## src/rtl/instr_rx_if.sv

```systemverilog
// rtl/instr_rx_if.sv - instruction receive/decode handshake bundle
// master: instruction driver and decoded-field consumer; slave: instr_rx
interface instr_rx_if #(
  parameter int DEPTH = 4,
  parameter int CNT_W = 16
);
  logic                     in_valid;
  logic                     in_ready;
  logic [31:0]              in_instr;
  logic                     out_valid;
  logic                     out_ready;
  logic [6:0]               out_opcode;
  logic [4:0]               out_rd;
  logic [4:0]               out_rs1;
  logic [4:0]               out_rs2;
  logic [2:0]               out_funct3;
  logic [6:0]               out_funct7;
  logic [31:0]              out_imm;
  logic [2:0]               out_fmt;
  logic                     out_illegal;
  logic [$clog2(DEPTH):0]   level;
  logic [CNT_W-1:0]         count;

  modport master (
    output in_valid, in_instr, out_ready,
    input  in_ready, out_valid, out_opcode, out_rd, out_rs1, out_rs2,
           out_funct3, out_funct7, out_imm, out_fmt, out_illegal, level, count
  );

  modport slave (
    input  in_valid, in_instr, out_ready,
    output in_ready, out_valid, out_opcode, out_rd, out_rs1, out_rs2,
           out_funct3, out_funct7, out_imm, out_fmt, out_illegal, level, count
  );
endinterface

```

## src/rtl/instr_rx.sv

```systemverilog
// rtl/instr_rx.sv - RV32I instruction FIFO with decode-at-push and registered head fields
// Optional INSTR_RX_ILLEGAL_DROP_EN: accept and count illegal words but do not enqueue them.
module instr_rx #(
  parameter int DEPTH = 4,
  parameter int CNT_W = 16
) (
  input  logic        clk,
  input  logic        rst_n,
  instr_rx_if.slave   bus
);
  localparam int AW = $clog2(DEPTH);
  localparam int LW = $clog2(DEPTH) + 1;

  localparam logic [2:0] FMT_R = 3'd0;
  localparam logic [2:0] FMT_I = 3'd1;
  localparam logic [2:0] FMT_S = 3'd2;
  localparam logic [2:0] FMT_B = 3'd3;
  localparam logic [2:0] FMT_U = 3'd4;
  localparam logic [2:0] FMT_J = 3'd5;
  localparam logic [2:0] FMT_X = 3'd7;

  typedef struct packed {
    logic [6:0]  opcode;
    logic [4:0]  rd;
    logic [4:0]  rs1;
    logic [4:0]  rs2;
    logic [2:0]  funct3;
    logic [6:0]  funct7;
    logic [31:0] imm;
    logic [2:0]  fmt;
    logic        illegal;
  } entry_t;

  entry_t          mem [DEPTH];
  entry_t          dec;
  entry_t          head;
  logic [AW-1:0]   wptr;
  logic [AW-1:0]   rptr;
  logic [LW-1:0]   lvl;
  logic [CNT_W-1:0] cnt;
  logic            up;
  logic            accept;
  logic            enq;
  logic            pop;
  logic [31:0]     w;

  assign w = bus.in_instr;

  always_comb begin
    dec         = '0;
    dec.opcode  = w[6:0];
    dec.rd      = w[11:7];
    dec.funct3  = w[14:12];
    dec.rs1     = w[19:15];
    dec.rs2     = w[24:20];
    dec.funct7  = w[31:25];
    case (w[6:0])
      7'b0110011: dec.fmt = FMT_R;
      7'b0010011, 7'b0000011, 7'b1100111, 7'b1110011: begin
        dec.fmt = FMT_I;
        dec.imm = {{20{w[31]}}, w[31:20]};
      end
      7'b0100011: begin
        dec.fmt = FMT_S;
        dec.imm = {{20{w[31]}}, w[31:25], w[11:7]};
      end
      7'b1100011: begin
        dec.fmt = FMT_B;
        dec.imm = {{19{w[31]}}, w[31], w[7], w[30:25], w[11:8], 1'b0};
      end
      7'b0110111, 7'b0010111: begin
        dec.fmt = FMT_U;
        dec.imm = {w[31:12], 12'b0};
      end
      7'b1101111: begin
        dec.fmt = FMT_J;
        dec.imm = {{11{w[31]}}, w[31], w[19:12], w[20], w[30:21], 1'b0};
      end
      default: begin
        dec.fmt     = FMT_X;
        dec.illegal = 1'b1;
      end
    endcase
  end

  // `up` keeps in_ready low through reset and for the release edge itself
  assign bus.in_ready  = up && (lvl != LW'(DEPTH));
  assign bus.out_valid = (lvl != '0);
  assign accept        = bus.in_valid && bus.in_ready;
  assign pop           = bus.out_valid && bus.out_ready;
`ifdef INSTR_RX_ILLEGAL_DROP_EN
  assign enq           = accept && !dec.illegal;
`else
  assign enq           = accept;
`endif

  always_ff @(posedge clk) begin
    if (enq) mem[wptr] <= dec;
  end

  always_ff @(posedge clk or negedge rst_n) begin
    if (!rst_n) begin
      wptr <= '0;
      rptr <= '0;
      lvl  <= '0;
      cnt  <= '0;
      up   <= 1'b0;
    end else begin
      up <= 1'b1;
      if (enq) wptr <= wptr + AW'(1);
      if (pop) rptr <= rptr + AW'(1);
      if (accept) cnt <= cnt + CNT_W'(1);
      case ({enq, pop})
        2'b10:   lvl <= lvl + LW'(1);
        2'b01:   lvl <= lvl - LW'(1);
        default: lvl <= lvl;
      endcase
    end
  end

  // Empty (including reset) presents all-zero fields rather than stale storage
  always_comb begin
    head = '0;
    if (bus.out_valid) head = mem[rptr];
  end

  assign bus.out_opcode = head.opcode;
  assign bus.out_rd     = head.rd;
  assign bus.out_rs1    = head.rs1;
  assign bus.out_rs2    = head.rs2;
  assign bus.out_funct3 = head.funct3;
  assign bus.out_funct7 = head.funct7;
  assign bus.out_imm    = head.imm;
  assign bus.out_fmt    = head.fmt;
`ifdef INSTR_RX_ILLEGAL_DROP_EN
  assign bus.out_illegal = 1'b0;
`else
  assign bus.out_illegal = head.illegal;
`endif
  assign bus.level = lvl;
  assign bus.count = cnt;
endmodule

```

## src/flat_wrapper.sv

```systemverilog
// flat-port wrapper written by rule: the top's interface ports become plain ports
module instr_rx_flat 
#(
  parameter int DEPTH = 4,
  parameter int CNT_W = 16
)
  (clk, rst_n, bus_in_valid, bus_in_instr, bus_out_ready, bus_in_ready, bus_out_valid, bus_out_opcode, bus_out_rd, bus_out_rs1, bus_out_rs2, bus_out_funct3, bus_out_funct7, bus_out_imm, bus_out_fmt, bus_out_illegal, bus_level, bus_count);
  instr_rx_if #(.DEPTH(DEPTH), .CNT_W(CNT_W)) bus_i ();
  input  logic clk;
  input  logic rst_n;
  input wire logic [$bits(bus_i.in_valid)-1:0] bus_in_valid;
  input wire logic [$bits(bus_i.in_instr)-1:0] bus_in_instr;
  input wire logic [$bits(bus_i.out_ready)-1:0] bus_out_ready;
  output wire logic [$bits(bus_i.in_ready)-1:0] bus_in_ready;
  output wire logic [$bits(bus_i.out_valid)-1:0] bus_out_valid;
  output wire logic [$bits(bus_i.out_opcode)-1:0] bus_out_opcode;
  output wire logic [$bits(bus_i.out_rd)-1:0] bus_out_rd;
  output wire logic [$bits(bus_i.out_rs1)-1:0] bus_out_rs1;
  output wire logic [$bits(bus_i.out_rs2)-1:0] bus_out_rs2;
  output wire logic [$bits(bus_i.out_funct3)-1:0] bus_out_funct3;
  output wire logic [$bits(bus_i.out_funct7)-1:0] bus_out_funct7;
  output wire logic [$bits(bus_i.out_imm)-1:0] bus_out_imm;
  output wire logic [$bits(bus_i.out_fmt)-1:0] bus_out_fmt;
  output wire logic [$bits(bus_i.out_illegal)-1:0] bus_out_illegal;
  output wire logic [$bits(bus_i.level)-1:0] bus_level;
  output wire logic [$bits(bus_i.count)-1:0] bus_count;
  assign bus_i.in_valid = bus_in_valid;
  assign bus_i.in_instr = bus_in_instr;
  assign bus_i.out_ready = bus_out_ready;
  assign bus_in_ready = bus_i.in_ready;
  assign bus_out_valid = bus_i.out_valid;
  assign bus_out_opcode = bus_i.out_opcode;
  assign bus_out_rd = bus_i.out_rd;
  assign bus_out_rs1 = bus_i.out_rs1;
  assign bus_out_rs2 = bus_i.out_rs2;
  assign bus_out_funct3 = bus_i.out_funct3;
  assign bus_out_funct7 = bus_i.out_funct7;
  assign bus_out_imm = bus_i.out_imm;
  assign bus_out_fmt = bus_i.out_fmt;
  assign bus_out_illegal = bus_i.out_illegal;
  assign bus_level = bus_i.level;
  assign bus_count = bus_i.count;
  instr_rx #(.DEPTH(DEPTH), .CNT_W(CNT_W)) u_core (.clk(clk), .rst_n(rst_n), .bus(bus_i));
endmodule
```

## config.mk

```make
export PLATFORM = sky130hd
export DESIGN_NAME = instr_rx_flat
export DESIGN_NICKNAME = d
export VERILOG_FILES = /design/src/rtl/instr_rx_if.sv /design/src/rtl/instr_rx.sv /design/src/flat_wrapper.sv
export SDC_FILE = /design/constraint.sdc
export NUM_CORES = 1
export LEC_CHECK = 0
export CORE_MARGIN = 4
export CORE_UTILIZATION = 33
export DETAILED_ROUTE_END_ITERATION = 12
export DONT_BUFFER_PORTS = 1
export SKIP_LAST_GASP = 1
export SLEW_MARGIN = 5
export SYNTH_ARGS = -nofsm -noshare
export SYNTH_HDL_FRONTEND = slang
export SYNTH_SLANG_ARGS = --single-unit
```

## constraint.sdc

```tcl
create_clock -name clk -period 4.02 [get_ports clk]
set_clock_uncertainty 0.2 [all_clocks]
set_input_delay 0.402 -clock clk [delete_from_list [all_inputs] [get_ports clk]]
set_output_delay 0.402 -clock clk [all_outputs]
set_load 0.005 [all_outputs]
```

==> results by group, run 1 <==
Pwr
  – Clock power share: 32.7%
  – Pwr Total: 9.202 mW
  – Peak VDD IR: 0.3857 mV
  – Psw: 2.610 mW
  – PD cells: 654.9 nW/um^2
  – Leak Pwr: 4.839 nW
  – Comb pwr share: 23.6%
  – Sw Ratio: 28.36%
  – Int Power: 6.592 mW
  – Seq pwr share: 43.7%

Drt
  – Antenna Nets Post-Route: 0
  – Wirelength per Cell: 23.34 um
  – Via/cell ratio: 5.003
  – DR pass1 iterations: 4
  – DR DRC count: 0
  – Via count: 5829
  – Post-Route WL: 27190 um
  – Drt initial violations: 247

Synthesis
  – Top FF cell, synth: edfxtp_1
  – Post-Synthesis Cells: 626
  – Synth Register Bits: 296
  – Syn_area_per_cell: 19.18 sq um
  – Yosys top cell area share: 68.02%
  – Number of enable flip-flop cells after synthesis: 272
  – Seq/Total Area, Yosys: 73.02%
  – Post-synth net total: 669
  – YS warnings: 0
  – Dominant cell type by area after synthesis: edfxtp_1
  – Synth top area cells: edfxtp_1 68%, mux4_2 13%, dfrtp_1 5.0%
  – Commonest cells post-synth: 272 x edfxtp_1, 77 x and2_1, 68 x mux4_2, 24 x dfrtp_1, 21 x a21o_1
  – Post-synthesis cell area: 12010 sq um
  – Cell with the most instances after synthesis: edfxtp_1
  – Asr flop ratio synth: 8.108%
  – Synth cell types: 49

Job
  – Max_cap viols: 0

Critical path
  – Critical path fanouts, max: 28
  – Critical path's top delay family: flip-flops
  – Critical Path Max Stage Delay: 820 ps
  – Critical path's slowest cell: dfrtp_4
  – WP buf/inv: 1
  – Crit start category: flip-flop
  – CP Data Arrival Time: 2550 ps
  – Critical path endpoint category: primary output
  – Worst path cell trace: buf_4, mux4_2, and2_1
  – Critical path class: flip-flop to primary output
  – Req. time, crit path: 3420 ps

Placement
  – Post-Place Cells: 1068
  – DP Area: 12580 sq um
  – DP HPWL: 16390 um
  – I/O Buffers: 0
  – GP Congestion: 0.7345

Layout
  – Fin nets: 722
  – Post-route cell area: 14050 sq um
  – Finished Layout Cells: 1165
  – # fillers: 3255
  – Final Core Density: 39.31%
  – Layout cells sized above 1: 20.48%
  – Syn-to-layout area delta: 17.02%

Floorplanning
  – Die height: 198.8 um
  – Core outline area: 35740 sq um
  – Effective utilization at floorplan: 33.60%
  – Die area: 39500 sq um
  – Io pins: 125
  – Core Rows: 69
  – Die Span X: 198.8 um

Global route
  – First-pass GRT wire length: 40970 um
  – Largest net degree at the start of global routing: 43
  – Total track usage: 13.81%
  – GR Overflow Total: 0
  – Vias in the first global route: 6328
  – Initial antenna violation count: 1

Worst hold path
  – Worst Hold Class: primary input to flip-flop

STA
  – Crit share post-route: 78.52%
  – Max Freq: 0.3168 GHz
  – Post-layout min period: 3156 ps
  – Hold Vio Cnt, Final: 0
  – RSZ-0062 raised after global routing: no
  – Setup TNS: 0 ps
  – Slew headroom: 34.02%
  – Final setup fails: 0
  – Pins over their slew limit: 0
  – Worst-Margin Slew: 986.1 ps

Clocking
  – Clock Path Buffers: 3
  – Post-CTS setup buffer count: 0
  – Worst-Skew Late Latency: 510 ps
  – H-tree Lvls: 2
  – Sink Count: 296
  – CTS tree: yes
  – Post-CTS Resized: 0
  – CTS clk-pin slew, worst paths: 60 ps
  – Clock buffer count from CTS: 34
  – Root buf cell: clkbuf_16

Status
  – Status: complete, no violations
power by group through the flow:
stage	registers (mW)	logic, mW	clock network (mW)
floorplan	3.87	1.76	0
global placement	4.09	2.19	0
detailed placement	4.09	2.19	0
CTS	4.03	2.26	3.11
global route	4.07	2.40	3.25
finish	4.02	2.17	3.01
path summary, 6_finish.rpt:
kind                                           start  cells after the start  slack (ps)                    to
worst max register to register   u_core.bus.level[1]                      8        1340   u_core.bus.level[2]
min in group asynchronous                      rst_n                      2         140  u_core.bus.count[14]
worst min register to register  u_core.bus.count[15]                      1         300  u_core.bus.count[15]
worst min-delay path                bus_in_instr[22]                      1          30      u_core.mem[3][6]
max in group asynchronous                      rst_n                      2        3320        u_core.rptr[0]
worst max-delay path                  u_core.rptr[0]                      3         860       bus_out_imm[30]
metal layers:
layer	part of all wire [%]	GRT usage, %	vias to the layer above
met5	0	0	-
met2	47	22.02	162
met3	7.4	4.488	38
met1	44	18.44	3057
met4	2.0	3.597	0
li1	-	-	2572
timing repair:
| item | CTS | global route |
|---|---|---|
| endpoints found under the setup margin | 0 | 0 |
| hold buffers | 36 | 0 |
| hold endpoints to repair | 287 | 0 |
cells by family after synthesis:
family / Yosys count / synth area share (%)
muxes: 70 / 12.96
buffers and inverters: 46 / 1.782
adders and majority gates: 7 / 0.7919
other: 1 / 0.03123
DFF: 296 / 73.02
AOI/OAI and AO/OA: 46 / 2.845
xor gates and xnor gates: 22 / 1.605
and+or+nand+nor: 138 / 6.960
layout by cell type, fill, tap and decap left out, types with 6 or more instances in the layout:
cell type      synthesis  final
xnor2_1               12     12
dfrtp_1               24     22
buf_4                  1     14
and2_1                77     77
edfxtp_1             272    272
clkbuf_1              13      9
a21o_1                21     21
mux4_2                68     68
nand2_1               19     19
ha_1                   6      6
xor2_1                10     10
dlygate4sd3_1          0     35
clkbuf_16              0     37
inv_1                 12     12
nor2_1                 9      9
o21ai_0                6      6
final cells by class:
cell class,instances,area [sq um],share of cell area [%]
flip-flops and latches,296,8776,62.46
repair buffers,51,495.5,3.526
clock inverters,13,123.9,0.8816
multi-input cells,284,3058,21.76
clock buffers,47,973.4,6.928
diodes,1,2.502,0.01781
well taps,461,576.8,4.105
inverters,12,45.04,0.3206
stage by stage:
step                hold slack [ps]  setup WS (ps)
floorplan                    -93.59           1055
global placement             -92.46           1331
detailed placement           -92.51           1326
CTS                           13.99          762.2
global route                  27.17          665.8
finish                        33.04          863.6
registers in the layout (all words and copies together) (netlist names):
register          cells
u_core.rptr           2
u_core.up             1
u_core.mem          272
u_core.bus.level      3
u_core.bus.count     16
u_core.wptr           2
Note: power is estimated with default switching activity, not from simulation.
==> run 2: changes to the inputs <==
--- a/config.mk
+++ b/config.mk
@@ -5,6 +5,7 @@
 export SDC_FILE = /design/constraint.sdc
 export NUM_CORES = 1
 export LEC_CHECK = 0
+export ABC_AREA = 1
 export CORE_MARGIN = 4
 export CORE_UTILIZATION = 33
 export DETAILED_ROUTE_END_ITERATION = 12
==> constraint.sdc (replaced) <==
create_clock -name clk -period 2.9 [get_ports clk]
set_clock_uncertainty 0.2 [all_clocks]
set_input_delay 0.29 -clock clk [delete_from_list [all_inputs] [get_ports clk]]
set_output_delay 0.29 -clock clk [all_outputs]
set_load 0.005 [all_outputs]
==> run 2 against run 1 <==
Net effect: cell count grew 40%; sequential power increased by 36%; via count increased by 40%; clock-buffer cell count shrank 2; critical endpoint is now bus_out_imm[4]; critical path depth is 1 higher; largest cell class unchanged.
==> results by group, run 2 <==
STA
  – RSZ-0062 raised after global routing: no
  – Hold Vio Cnt, Final: 0
  – Crit share post-route: 91.61%
  – Max Freq: 0.3764 GHz
  – Worst-Margin Slew: 994.9 ps
  – Hold WS: 24.18 ps
  – Post-layout min period: 2657 ps
  – Final setup fails: 0
  – Pins over their slew limit: 0
  – Slew headroom: 33.46%

Global route
  – Largest net degree at the start of global routing: 79
  – GRT Max-Usage Layer: met2
  – Total track usage: 15.72%
  – Grt met1 use: 19.55%
  – Vias in the first global route: 8178
  – GR Util met3: 3.465%
  – GR Overflow Total: 0
  – Initial antenna violation count: 1
  – First-pass GRT wire length: 49800 um
  – M2 GR Usage: 27.38%

Layout
  – Layout cells sized above 1: 7.962%
  – Fin nets: 1188
  – Max reg flops: 272
  – Sequential cell area: 8773 sq um
  – Most common cell after layout, fill and taps aside: nor2_1
  – # fillers: 3535
  – Commonest non-fill, non-tap cells in the layout: 324 x nor2_1, 272 x edfxtp_1, 134 x o21ai_0, 100 x nand2_1, 69 x a21oi_1
  – Antenna Cells: 0
  – Most flop-heavy register: u_core.mem
  – Area of the multi-input gates: 3179 sq um
  – Syn-to-layout area delta: 17.17%
  – Post-route cell area: 14510 sq um

Drt
  – Drt initial violations: 481
  – Antenna Nets Post-Route: 0
  – DR pass1 iterations: 6
  – DR DRC count: 0
  – Via count: 8146
  – Via/cell ratio: 4.979
  – Post-Route WL: 32820 um
  – Wirelength per Cell: 20.06 um

Placement
  – DP HPWL: 19730 um
  – GP Congestion: 0.7866
  – DP Area: 13000 sq um
  – I/O Buffers: 0

Synthesis
  – Asr flop ratio synth: 8.108%
  – YS warnings: 0
  – Seq/Total Area, Yosys: 70.81%
  – Cell with the most instances after synthesis: nor2_1
  – Number of enable flip-flop cells after synthesis: 272
  – Yosys top cell area share: 65.96%
  – Synth top area cells: edfxtp_1 66%, nor2_1 9.9%, o21ai_0 5.5%
  – Post-synth net total: 1145
  – Synth Register Bits: 296
  – Post-Synthesis Cells: 1102
  – Dominant cell type by area after synthesis: edfxtp_1
  – Top FF cell, synth: edfxtp_1
  – Synth cell types: 31
  – Post-synthesis cell area: 12380 sq um
  – Syn_area_per_cell: 11.24 sq um
  – Commonest cells post-synth: 328 x nor2_1, 272 x edfxtp_1, 135 x o21ai_0, 100 x nand2_1, 69 x a21oi_1

Critical path
  – Worst path cell trace: clkinv_2, buf_12, o21ai_0, a21oi_1
  – Critical path fanouts, max: 72
  – Reg2reg path depth: 9
  – Critical path's slowest cell: dfrtp_4
  – WP buf/inv: 2
  – Critical path class: flip-flop to primary output
  – Critical path endpoint category: primary output
  – Crit start category: flip-flop
  – Critical Path Max Stage Delay: 620 ps
  – Req. time, crit path: 2410 ps
  – CP Data Arrival Time: 2170 ps
  – Critical path's top delay family: compound AO/OA/AOI/OAI gates
  – Crit. path cell count: 4

Worst hold path
  – Hold depth: 4
  – Worst Hold Class: primary input to flip-flop

Floorplanning
  – Io pins: 125
  – Core Rows: 70
  – Die area: 40690 sq um
  – Die height: 201.7 um
  – Core outline area: 36790 sq um
  – Die Span X: 201.7 um
  – Effective utilization at floorplan: 33.66%

Clocking
  – Clock buffer count from CTS: 34
  – CTS tree: yes
  – Sink Count: 296
  – Clock Path Buffers: 3
  – CTS clk-pin slew, worst paths: 60 ps
  – Root buf cell: clkbuf_16
  – H-tree Lvls: 2
  – Worst-Skew Late Latency: 510 ps

Pwr
  – PD cells: 949.2 nW/um^2
  – Peak VDD IR: 0.7981 mV
  – Leak Pwr: 5.152 nW

Status
  – Status: complete, no violations

Job
  – Max_cap viols: 0
-- run 2: repair_timing --
item,in CTS,in global routing
hold endpoints to repair,261,0
hold buffers,39,0
setup buffers,0,1
setup endpoints to repair,0,33
gates resized for setup,0,5
-- run 2: metal layers --
| metal | share of wire [%] | wire, um |
|---|---|---|
| met3 | 5.5 | 1812 |
| met1 | 41 | 13550 |
| met5 | 0.021 | 7 |
| met2 | 50 | 16530 |
| met4 | 2.8 | 921 |
-- run 2: cell families after synthesis --
| kind of cell | Yosys count | share of synthesized area, % |
|---|---|---|
| simple gates | 469 | 14.99 |
| flops | 296 | 70.81 |
| compound gates | 214 | 8.720 |
| buf+inv | 102 | 3.759 |
| xor+xnor | 13 | 0.9195 |
| fa+ha+maj | 7 | 0.7679 |
| other cells | 1 | 0.03028 |
-- run 2: layout make-up --
class	instances	share of cell area [%]
clock buffer	45	6.657
inverter	46	1.216
multi-input combinational	704	21.91
clock inverter	14	0.8279
sequential	296	60.47
timing repair buffer	63	4.881
tap	468	4.036
-- run 2: final timing paths --
check / startpoint / end / slack [ps]
hold / removal: bus_in_instr[24] / u_core.mem[1][28] / 20
setup reg to reg: u_core.bus.level[0] / u_core.bus.level[2] / 600
setup / recovery: u_core.rptr[0] / bus_out_imm[4] / 240
min in group asynchronous: rst_n / u_core.rptr[1] / 520
hold reg to reg: u_core.bus.count[15] / u_core.bus.count[15] / 330
max in group asynchronous: rst_n / u_core.bus.level[2] / 430
-- run 2: worst reg2reg max path, cell delays in order (launching register included) --
cell and delay, ps:
dfrtp_1 430, nor2_1 180, nand2_1 90, nand3_2 220, ha_1 200, inv_1 70, fa_1 370, a21oi_1 140
o21ai_0 120, xor2_1 160
-- run 2: report_power, final --
group          switching (mW)  internal (mW)  total [mW]
sequential              0.253           5.20        5.45
combinational            2.95           1.21        4.15
clock                    1.65           2.52        4.17
total                    4.85           8.92        13.8
-- run 2: metrics by stage --
step                power [mW]  TNS [ps]  worst slack [ps]  util (%)  std cells
global route             14.61         0             113.7     39.44       1636
detailed placement       9.685         0             555.0     35.33       1537
finish                   13.77         0             243.3     39.44       1636
floorplan                8.280   -116400            -427.9         -       1102
global placement         9.642         0             544.3     35.33       1537
CTS                      13.96         0             3.607     39.37       1635
==> run 3: changes to the inputs <==
--- a/config.mk
+++ b/config.mk
@@ -10,6 +10,7 @@
 export CORE_UTILIZATION = 33
 export DETAILED_ROUTE_END_ITERATION = 12
 export DONT_BUFFER_PORTS = 1
+export GPL_TIMING_DRIVEN = 0
 export SKIP_LAST_GASP = 1
 export SLEW_MARGIN = 5
 export SYNTH_ARGS = -nofsm -noshare
==> run 3 against run 2 <==
Net effect: sequential share of layout area shrank 0.56 points; cell count grew 2.7%; clock power shrank 10%.
==> results by group, run 3 (synthesis results as in run 2) <==
Global route
  – Largest net degree at the start of global routing: 28
  – First-pass GRT wire length: 49740 um
  – Total track usage: 15.59%
  – Vias in the first global route: 8218
  – GR Overflow Total: 0
  – Initial antenna violation count: 2

Drt
  – DR DRC count: 0
  – M1 WL: 14030 um
  – Wirelength per Cell: 19.35 um
  – Drt initial violations: 588
  – Post-Route WL: 32510 um
  – Antenna Nets Post-Route: 0
  – DR pass1 iterations: 4
  – Met3 WL: 2109 um
  – Top sig layer: met4
  – Metal2 WL: 15480 um
  – Via/cell ratio: 4.898
  – Via count: 8229

STA
  – Max Freq: 0.3638 GHz
  – Slew headroom: 55.01%
  – Crit share post-route: 94.78%
  – Hold Vio Cnt, Final: 0
  – RSZ-0062 raised after global routing: no
  – Post-layout min period: 2749 ps
  – Final setup fails: 0
  – Worst-Margin Slew: 674.2 ps
  – Pins over their slew limit: 0

Clocking
  – Sink Count: 296
  – Clock buffer count from CTS: 31
  – Worst-Skew Late Latency: 550 ps
  – CTS tree: yes
  – Clock Path Buffers: 3
  – H-tree Lvls: 1
  – CTS clk-pin slew, worst paths: 60 ps
  – Root buf cell: clkbuf_16

Placement
  – I/O Buffers: 0
  – DP HPWL: 21950 um
  – GP Congestion: 0.8417

Layout
  – Most flop-heavy register: u_core.mem
  – Final Core Density: 39.79%
  – Fin nets: 1228
  – Syn-to-layout area delta: 18.19%
  – Commonest non-fill, non-tap cells in the layout: 324 x nor2_1, 272 x edfxtp_1, 135 x o21ai_0, 100 x nand2_1, 69 x a21oi_1
  – Most common cell after layout, fill and taps aside: nor2_1
  – Sequential cell area: 8768 sq um
  – Layout cells sized above 1: 9.174%
  – # fillers: 3520
  – Area of the multi-input gates: 3186 sq um
  – Max reg flops: 272

Critical path
  – Critical Path Max Stage Delay: 430 ps
  – Crit start category: flip-flop
  – Critical path endpoint category: primary output
  – Critical path's slowest cell: dfrtp_1
  – CP Data Arrival Time: 2260 ps
  – Critical path class: flip-flop to primary output
  – Critical path fanouts, max: 10
  – Req. time, crit path: 2410 ps
  – Worst path cell trace: nor2_1, nand2_1, inv_2, clkbuf_4, buf_2, a21oi_1

Pwr
  – Pwr Total: 13.65 mW
  – Peak VDD IR: 0.5212 mV
  – Leak Pwr: 5.228 nW
  – PD cells: 932.9 nW/um^2

Floorplanning
  – Effective utilization at floorplan: 33.66%
  – Core Rows: 70
  – Core outline area: 36790 sq um
  – Io pins: 125
  – Die Span X: 201.7 um
  – Die height: 201.7 um
  – Die area: 40690 sq um

Job
  – Max_cap viols: 0

Status
  – Status: complete, no violations

Worst hold path
  – Worst Hold Class: primary input to async pin
==> run 3: changes by cell type in the layout (fill, tap and decap cells not counted), moves of 3 or more <==
cell	before	now
clkbuf_1	7	23
buf_2	0	15
buf_16	0	6
clkbuf_16	37	31
clkinv_1	6	12
clkbuf_2	0	4
buf_1	0	3
buf_12	10	7
dlygate4sd3_1	38	35
==> run 3: power by group <==
part,leakage (nW),switching (mW),internal [mW],total (mW)
combinational,2.03,3.22,1.32,4.54
sequential,2.73,0.187,5.19,5.38
clock,0.470,1.61,2.13,3.74
total,5.23,5.01,8.64,13.7
==> run 3: stage by stage <==
step	setup TNS [ps]	hold WS, ps	instances	instance area [sq um]	setup slack, ps
2_1_floorplan	-116400	-205.6	1102	12390	-427.9
3_3_place_gp	-527330	-204.9	1570	12980	-1994
3_5_place_dp	-329.2	-204.8	1581	13260	-15.55
4_1_cts	0	55.59	1677	14620	36.61
5_1_grt	0	78.58	1680	14640	5.146
6_report	0	64.95	1680	14640	151.5
==> run 3: final cells by class <==
| cell class | count | share of cell area (%) |
|---|---|---|
| flip-flops and latches | 296 | 59.91 |
| repair buffers | 49 | 4.531 |
| plain buffers | 56 | 2.060 |
| multi-input cells | 705 | 21.77 |
| well taps | 468 | 4.001 |
| inverters | 46 | 1.180 |
| clock inverters | 22 | 1.086 |
| clock buffers | 36 | 5.429 |
| diodes | 2 | 0.03420 |
==> run 3: worst paths after layout <==
kind                                      start  slack [ps]  cells past startpoint                   end
max in group asynchronous                 rst_n        2280                      3   u_core.bus.level[2]
hold / removal                            rst_n          60                      3   u_core.bus.count[5]
min in group clk                bus_in_instr[3]         110                      5      u_core.mem[2][4]
setup / recovery            u_core.bus.level[1]         150                      6         bus_out_rd[2]
setup reg to reg            u_core.bus.level[1]         240                     10   u_core.bus.level[2]
hold reg to reg            u_core.bus.count[15]         330                      2  u_core.bus.count[15]
==> run 3: routing by layer <==
metal	vias up	track usage, %
li1	3956	-
met1	3989	20.44
met2	230	25.84
met3	54	3.691
met4	0	4.785
met5	-	0
==> run 3: worst max-delay path: cells and delay by family (launching register included) <==
kind	cells	cell delay [ps]
AND/OR/NAND/NOR	2	320
flip-flops	1	430
buffers and inverters	3	810
AO/OA/AOI/OAI	1	130
==> run 3: what timing repair did <==
action / CTS / global route
buffers inserted: 0 / 1
gates resized for setup: 2 / 4
pin swaps: 1 / 1
gates cloned: 1 / 0
setup endpoints to repair: 32 / 27
hold buffers: 37 / 0
endpoints found under the hold margin: 286 / 0
